$ cat config.mk
export PLATFORM = sky130hd
export DESIGN_NAME = audio_osc
export DESIGN_NICKNAME = d
export VERILOG_FILES = /design/src/rtl/audio_osc_pkg.sv /design/src/rtl/audio_phase_acc.sv /design/src/rtl/audio_osc.sv
export SDC_FILE = /design/constraint.sdc
export NUM_CORES = 1
export LEC_CHECK = 0
export ABC_AREA = 1
export CAP_MARGIN = 20
export CORE_ASPECT_RATIO = 1.2
export CORE_MARGIN = 2
export CORE_UTILIZATION = 35
export CTS_CLUSTER_SIZE = 25
export DETAILED_ROUTE_END_ITERATION = 6
export DONT_BUFFER_PORTS = 1
export GPL_ROUTABILITY_DRIVEN = 0
export GPL_TIMING_DRIVEN = 0
export HOLD_SLACK_MARGIN = 0.05
export PLACE_DENSITY_LB_ADDON = 0.12
export SYNTH_ARGS = -nofsm -noshare
export SYNTH_HDL_FRONTEND = slang
export SYNTH_SLANG_ARGS = --single-unit
$ cat constraint.sdc
create_clock -name clk_i -period 2.7 [get_ports clk_i]
set_input_delay 0.54 -clock clk_i [delete_from_list [all_inputs] [get_ports clk_i]]
set_output_delay 0.54 -clock clk_i [all_outputs]
set_load 0.05 [all_outputs]
$ cat src/rtl/audio_osc_pkg.sv
// Shared types and default widths for the audio oscillator.
package audio_osc_pkg;

    typedef enum logic [1:0] {
        WAVE_SQUARE   = 2'd0,
        WAVE_SAW      = 2'd1,
        WAVE_TRIANGLE = 2'd2,
        WAVE_PULSE    = 2'd3
    } wave_mode_e;

    localparam int ACC_W_DEF  = 19;
    localparam int FREQ_W_DEF = 16;
    localparam int PH_W_DEF   = 8;
    localparam int OUT_W_DEF  = 8;

endpackage

$ cat src/rtl/audio_phase_acc.sv
// Phase accumulator with enable/hard-sync gating; emits a one-cycle tick on each wrap.
module audio_phase_acc
    import audio_osc_pkg::*;
#(
    parameter int ACC_W  = ACC_W_DEF,
    parameter int FREQ_W = FREQ_W_DEF
) (
    input  logic              clk_i,
    input  logic              rstn_i,
    input  logic              en_i,
    input  logic              sync_i,
    input  logic [FREQ_W-1:0] freq_i,
    output logic              tick
);

    logic [ACC_W-1:0] acc_ff;
    logic             msb_dly_ff;

    // NOTE: state registers use non-blocking assignments so every flop samples
    // the pre-edge value of the others, independent of statement order.
    always_ff @(posedge clk_i or negedge rstn_i) begin
        if (!rstn_i) begin
            acc_ff     <= '0;
            msb_dly_ff <= 1'b0;
        end else if (sync_i) begin
            acc_ff     <= '0;
            msb_dly_ff <= 1'b0;
        end else begin
            if (en_i) begin
                acc_ff <= acc_ff + ACC_W'(freq_i);
            end
            msb_dly_ff <= acc_ff[ACC_W-1];
        end
    end

    // A falling MSB marks the accumulator wrapping past 2^ACC_W.
    assign tick = msb_dly_ff & ~acc_ff[ACC_W-1];

endmodule

$ cat src/rtl/audio_osc.sv
// Oscillator top: waveform phase counter, waveform mapping and registered sample output.
module audio_osc
    import audio_osc_pkg::*;
#(
    parameter int ACC_W  = ACC_W_DEF,
    parameter int FREQ_W = FREQ_W_DEF,
    parameter int PH_W   = PH_W_DEF,
    parameter int OUT_W  = OUT_W_DEF
) (
    input  logic              clk_i,
    input  logic              rstn_i,
    input  logic              en_i,
    input  logic              sync_i,
    input  logic [FREQ_W-1:0] freq_i,
    input  logic [1:0]        mode_i,
    input  logic [OUT_W-1:0]  duty_i,
    output logic [OUT_W-1:0]  sample_data_o,
    output logic              sample_valid_o
);

    if (PH_W < OUT_W || PH_W < 2 || FREQ_W > ACC_W) begin : g_param_check
        $error("audio_osc: need PH_W >= OUT_W, PH_W >= 2 and FREQ_W <= ACC_W");
    end

    logic             tick;
    logic [PH_W-1:0]  phase_ff;
    logic             tick_dly_ff;
    logic [OUT_W-1:0] top;
    logic [OUT_W-1:0] tri_field;
    logic [OUT_W-1:0] wave;
    wave_mode_e       mode;

    audio_phase_acc #(
        .ACC_W  (ACC_W),
        .FREQ_W (FREQ_W)
    ) u_phase_acc (
        .clk_i  (clk_i),
        .rstn_i (rstn_i),
        .en_i   (en_i),
        .sync_i (sync_i),
        .freq_i (freq_i),
        .tick   (tick)
    );

    always_ff @(posedge clk_i or negedge rstn_i) begin
        if (!rstn_i) begin
            phase_ff <= '0;
        end else if (sync_i) begin
            phase_ff <= '0;
        end else if (tick) begin
            phase_ff <= phase_ff + 1'b1;
        end
    end

    assign mode = wave_mode_e'(mode_i);
    assign top  = phase_ff[PH_W-1 -: OUT_W];

    // Triangle half-period field, left-aligned and zero-padded when the
    // phase below the MSB is narrower than the sample.
    assign tri_field = OUT_W'({phase_ff[PH_W-2:0], {OUT_W{1'b0}}} >> (PH_W - 1));

    // NOTE: the default assignment ahead of the case keeps this block purely
    // combinational; without it an uncovered path would infer a latch.
    always_comb begin
        wave = '0;
        case (mode)
            WAVE_SQUARE:   wave = {OUT_W{phase_ff[PH_W-1]}};
            WAVE_SAW:      wave = top;
            WAVE_TRIANGLE: wave = phase_ff[PH_W-1] ? ~tri_field : tri_field;
            WAVE_PULSE:    wave = (top < duty_i) ? '1 : '0;
            default:       wave = '0;
        endcase
    end

    // A tick coinciding with sync produces no strobe: the phase it would
    // have shown is overwritten by the restart.
    always_ff @(posedge clk_i or negedge rstn_i) begin
        if (!rstn_i) begin
            sample_data_o  <= '0;
            tick_dly_ff    <= 1'b0;
            sample_valid_o <= 1'b0;
        end else begin
            sample_data_o  <= wave;
            tick_dly_ff    <= tick & ~sync_i;
            sample_valid_o <= tick_dly_ff;
        end
    end

endmodule

==> impl_metrics.toml, run 1 <==
[yosys]
synth-warning-count = 0
syn_inst = 377
synth_cell_types = 26
synth_seq_area_share_pct = 35.1
synthesis.area_um2 = 2710
syn_avg_cell_area_um2 = 7.20
synth_seq_cells = 38
synth_fp_nets = 432

[route]
wl_um = 6370
vias = 2390
drc = 0
drtIter0Drc = 58
dr.pass1.iters = 5
wire_per_inst_um = 13.3
vias_per_cell = 5.01
ant_nets = 0

[power_and_ir_drop]
leakage_nw = 1.50
ir_drop_v = 0.000359
power_mw = 2.04
power.density_nw_per_um2 = 696

[cts]
cts_resized = 0
post-cts-setup-buffers = 0
clockRootBuffer = "clkbuf_8"
clk_path_buf_depth = 2
clk_latency_ns = 0.29
htree_levels = 2
cts.sinks = 38
numCtsBuffers = 5
clk_pin_slew_ns = 0.08
cts_tree = "done"

[critical_path]
path_max_fanout = 4
critPathLaunchType = "flip-flop"
crit_required_ns = 2.92
cp.depth = 11
critPathSlowestCell = "fa_1"
slowest_delay_ns = 0.47
path_delay_family = "simple AND/OR/NAND/NOR gates"
crit_top_cell = "nand2_1"
crit_start = "u_phase_acc.acc_ff[0]"
end_kind = "flip-flop"
timing.rr.start = "u_phase_acc.acc_ff[0]"
crit_chain = "ha_1, fa_1, nand3_1, nand3_1, nand2_1, nand2_1, nand2_1, nand2_1, nand2_1, nand2_1, o21ai_0"
cp.arrival_ns = 2.22
ff2ff_path_depth = 11
critPathBufInv = 0
crit_type = "reg2reg"

[timing]
hold_viol = 0
finalSetupTns_ns = 0
rsz0062_at_grt = "false"
worst_slack_ns = 0.698
worstMarginPinSlew_ns = 0.479
fin_hold_ws_ns = 0.0733
finalCritPeriodShare_pct = 74.2
setup_viol = 0
drv_slew = 0
fin_crit_ns = 2.00
fmax_mhz = 499
slew_headroom_pct = 68.0
clock_skew_ns = 0.00367

[global_routing]
grt_max_degree = 39
overflow = 0
grtUsageTotal_pct = 16.2
antenna_found_initial = 0
grt_pass1_vias = 2454
grt_pass1_wl_um = 11200

[floorplan]
die-area_um2 = 8470
start_util_pct = 35.6
io_pins = 39
coreArea_um2 = 7620
row_count = 35
die_h_um = 100
chipWidth_um = 84.4

[final_layout]
finalNetCount = 440
antenna_cells = 0
fillers = 836
final_util_pct = 38.5
fin_area_um2 = 2930
multi_input_area_um2 = 1570
syn_to_final_growth_pct = 8.07
final_cells = 477
seqCellArea_um2 = 951
drive_gt1_share_pct = 5.19

[worst_hold_path]
hold_class = "in2async"

[placed_design]
port-buffer-count = 0
dpl_cell_area_um2 = 2830
post-dp-hpwl_um = 4970
dp_slack_ns = 0.509
dp_cells = 469

[flow_run]
maxCapViolations = 0

[run_status]
run_status = "finished, final reports clean"
Yosys cell counts:
| library cell | n | area share, % |
|---|---|---|
| fa_1 | 1 | 0.74 |
| clkbuf_8 | 2 | 1.0 |
| o21ai_2 | 3 | 0.97 |
| ha_1 | 24 | 11 |
| nor3_1 | 10 | 1.8 |
| o21ai_0 | 17 | 3.1 |
| nand3_1 | 26 | 4.8 |
| nand2_1 | 122 | 17 |
| nand2_2 | 1 | 0.23 |
| nor2_4 | 2 | 0.83 |
| xor2_1 | 2 | 0.65 |
| and2_1 | 2 | 0.46 |
| dfrtp_1 | 38 | 35 |
| inv_1 | 40 | 5.5 |
| buf_2 | 1 | 0.18 |
| a211oi_1 | 1 | 0.28 |
| nand3b_1 | 3 | 0.83 |
| nor2_1 | 36 | 5.0 |
| a21oi_1 | 24 | 4.4 |
| xnor2_1 | 6 | 1.9 |
| nor3_2 | 1 | 0.37 |
| nand4_1 | 8 | 1.8 |
| nand3_2 | 2 | 0.74 |
| a22o_1 | 2 | 0.65 |
| clkinv_1 | 2 | 0.28 |
| a21o_1 | 1 | 0.28 |
flip-flops by register name, indices dropped and copies added, names as in the netlist:
signal / flops
sample_data_o: 8
u_phase_acc.acc_ff: 19
tick_dly_ff: 1
sample_valid_o: 1
phase_ff: 8
u_phase_acc.msb_dly_ff: 1
power breakdown:
group	switching (mW)	internal, mW
Combinational	0.557	0.339
Sequential	0.0816	0.666
Clock	0.219	0.177
metal layers:
layer  vias up  GRT usage (%)  wire length (um)
met3         6           3.04               222
met1      1101           18.5              2770
met2        39           31.3              3320
li1       1244              -                 -
met5         -              0                 0
met4         0           3.66                63
timing repair:
action / 4_1_cts / 5_1_grt
endpoints found under the setup margin: 0 / 0
endpoints found under the hold margin: 38 / 0
hold buffers: 1 / 0
layout make-up:
class,count,area share (%)
Sequential cell,38,32.4
Inverter,42,5.38
Tap cell,92,3.93
Timing Repair Buffer,1,0.683
Buffer,3,1.11
Multi-Input combinational cell,294,53.6
Clock inverter,2,0.512
Clock buffer,5,2.35
worst reg2reg max path, stage by stage (launching register included):
cell	delay [ns]
dfrtp_1	0.38
ha_1	0.23
fa_1	0.47
nand3_1	0.12
nand3_1	0.12
nand2_1	0.09
nand2_1	0.12
nand2_1	0.09
nand2_1	0.08
nand2_1	0.07
nand2_1	0.04
o21ai_0	0.13
path summary, 6_finish.rpt:
kind	end	slack, ns
min in group clk_i	sample_valid_o	0.35
max in group asynchronous	sample_data_o[0]	2.41
setup reg to reg	u_phase_acc.acc_ff[12]	0.70
hold reg to reg	sample_valid_o	0.35
setup / recovery	u_phase_acc.acc_ff[12]	0.70
hold / removal	u_phase_acc.acc_ff[6]	0.07
placed cells by master, fill, tap and decap left out, types with 6 or more instances in the layout:
cell and n:
nand2_1 122, inv_1 40, dfrtp_1 38, nor2_1 36
nand3_1 26, a21oi_1 24, ha_1 24, o21ai_0 17
nor3_1 10, nand4_1 8, clkbuf_8 7, xnor2_1 6
cells by family (layout without fill, tap and decap cells):
| group | after synthesis | count (layout) | share of synthesized area, % |
|---|---|---|---|
| compound gates | 48 | 48 | 9.73 |
| fa+ha+maj | 25 | 25 | 11.8 |
| flops | 38 | 38 | 35.1 |
| xor+xnor | 8 | 8 | 2.58 |
| buf+inv | 45 | 53 | 7.01 |
| simple gates | 213 | 213 | 33.8 |
(Power assumes the default switching activity.)
==> run 2, diff against run 1 <==
==> constraint.sdc (replaced) <==
create_clock -name clk_i -period 2 [get_ports clk_i]
set_input_delay 0.4 -clock clk_i [delete_from_list [all_inputs] [get_ports clk_i]]
set_output_delay 0.4 -clock clk_i [all_outputs]
set_load 0.05 [all_outputs]
==> impl_metrics.toml, run 2 (same netlist as run 1, synthesis figures left out) <==
[run_status]
run_status = "finished, final reports clean"

[critical_path]
crit_required_ns = 2.22
timing.rr.start = "u_phase_acc.acc_ff[0]"
critPathLaunchType = "flip-flop"
cp.arrival_ns = 2.05
ff2ff_path_depth = 11
path_max_fanout = 4
crit_start = "u_phase_acc.acc_ff[0]"
crit_type = "reg2reg"
end_kind = "flip-flop"

[route]
wl_um = 6400
drc = 0
vias_per_cell = 5.00
vias = 2394
drtIter0Drc = 77
dr.pass1.iters = 4
ant_nets = 0
wire_per_inst_um = 13.4

[floorplan]
chipWidth_um = 84.4
die_h_um = 100
io_pins = 39
row_count = 35
coreArea_um2 = 7620
die-area_um2 = 8470
start_util_pct = 35.6

[cts]
clk_latency_ns = 0.29
cts_tree = "done"
clk_path_buf_depth = 2
clk_pin_slew_ns = 0.08
htree_levels = 2
cts.sinks = 38
clockRootBuffer = "clkbuf_8"
numCtsBuffers = 5

[timing]
clock_skew_ns = 0.00392
drv_slew = 0
fin_crit_ns = 1.83
finalCritPeriodShare_pct = 91.3
finalSetupTns_ns = 0
hold_viol = 0
worstMarginPinSlew_ns = 0.487
setup_viol = 0
rsz0062_at_grt = "false"
fin_hold_ws_ns = 0.307
worst_slack_ns = 0.175
fmax_mhz = 548
slew_headroom_pct = 67.4

[final_layout]
largest_register_ffs = 19
drive_gt1_share_pct = 6.46
finalNetCount = 442
final_cells = 479
layout_common_cells = "nand2_1, inv_1, dfrtp_1, nor2_1, nand3_1"
seqCellArea_um2 = 951
fillers = 835
syn_to_final_growth_pct = 9.18
regMostFlops = "u_phase_acc.acc_ff"
final_util_pct = 38.9
reg_top3 = "u_phase_acc.acc_ff (19), phase_ff (8), sample_data_o (8)"
layout_commonest_cell = "nand2_1"
antenna_cells = 0
fin_area_um2 = 2960
multi_input_area_um2 = 1580

[global_routing]
grt_pass1_vias = 2460
antenna_found_initial = 0
grt_max_degree = 39
overflow = 0
grt_pass1_wl_um = 11200
grtUsageTotal_pct = 16.3

[worst_hold_path]
holdPathStages = 3
hold_class = "in2reg"
hp-start = "mode_i[1]"

[power_and_ir_drop]
leakage_nw = 1.51
power_mw = 2.77
power.density_nw_per_um2 = 936
ir_drop_v = 0.000485

[placed_design]
port-buffer-count = 0
dp_slack_ns = -0.0511
dp_cells = 469
dpl_cell_area_um2 = 2830
post-dp-hpwl_um = 4970

[flow_run]
maxCapViolations = 0
run 2: path summary, 6_finish.rpt:
path / endpoint / slack, ns
setup / recovery: u_phase_acc.acc_ff[12] / 0.17
hold / removal: sample_data_o[7] / 0.31
setup reg to reg: u_phase_acc.acc_ff[12] / 0.17
hold reg to reg: sample_valid_o / 0.35
max in group asynchronous: sample_valid_o / 1.22
min in group asynchronous: u_phase_acc.acc_ff[6] / 0.56
run 2: power breakdown:
| part | leakage (nW) | switching, mW | total, mW | internal [mW] |
|---|---|---|---|---|
| clock network | 0.0362 | 0.296 | 0.534 | 0.239 |
| logic | 0.971 | 0.760 | 1.23 | 0.468 |
| registers | 0.505 | 0.110 | 1.01 | 0.899 |
run 2: worst max-delay path, stage by stage (launching register included):
cell	delay [ns]
dfrtp_1	0.39
ha_2	0.20
fa_2	0.43
nand3_1	0.11
nand3_2	0.09
nand2_1	0.09
nand2_2	0.08
nand2_1	0.07
nand2_1	0.08
nand2_1	0.07
nand2_1	0.05
o21ai_1	0.10
run 2: final cells by class:
class                   instances  share of cell area (%)
multi-input cells             294                    53.5
flip-flops and latches         38                    32.1
inverters                      42                    5.32
well taps                      92                    3.89
clock buffers                   5                    2.32
repair buffers                  3                    1.27
plain buffers                   3                    1.10
clock inverters                 2                   0.507
run 2: what timing repair did:
action	4_1_cts	5_1_grt
setup buffers	0	1
setup endpoints to repair	2	2
hold buffers	2	0
pin swaps	0	1
endpoints found under the hold margin	38	0
gates resized for setup	1	4
run 2: layer usage:
metal | up-vias | global-route usage (%) | routed length (um)
met5 | - | 0 | 0
met4 | 0 | 3.66 | 61
met3 | 6 | 3.13 | 227
met2 | 36 | 31.3 | 3340
met1 | 1103 | 18.5 | 2770
li1 | 1249 | - | -
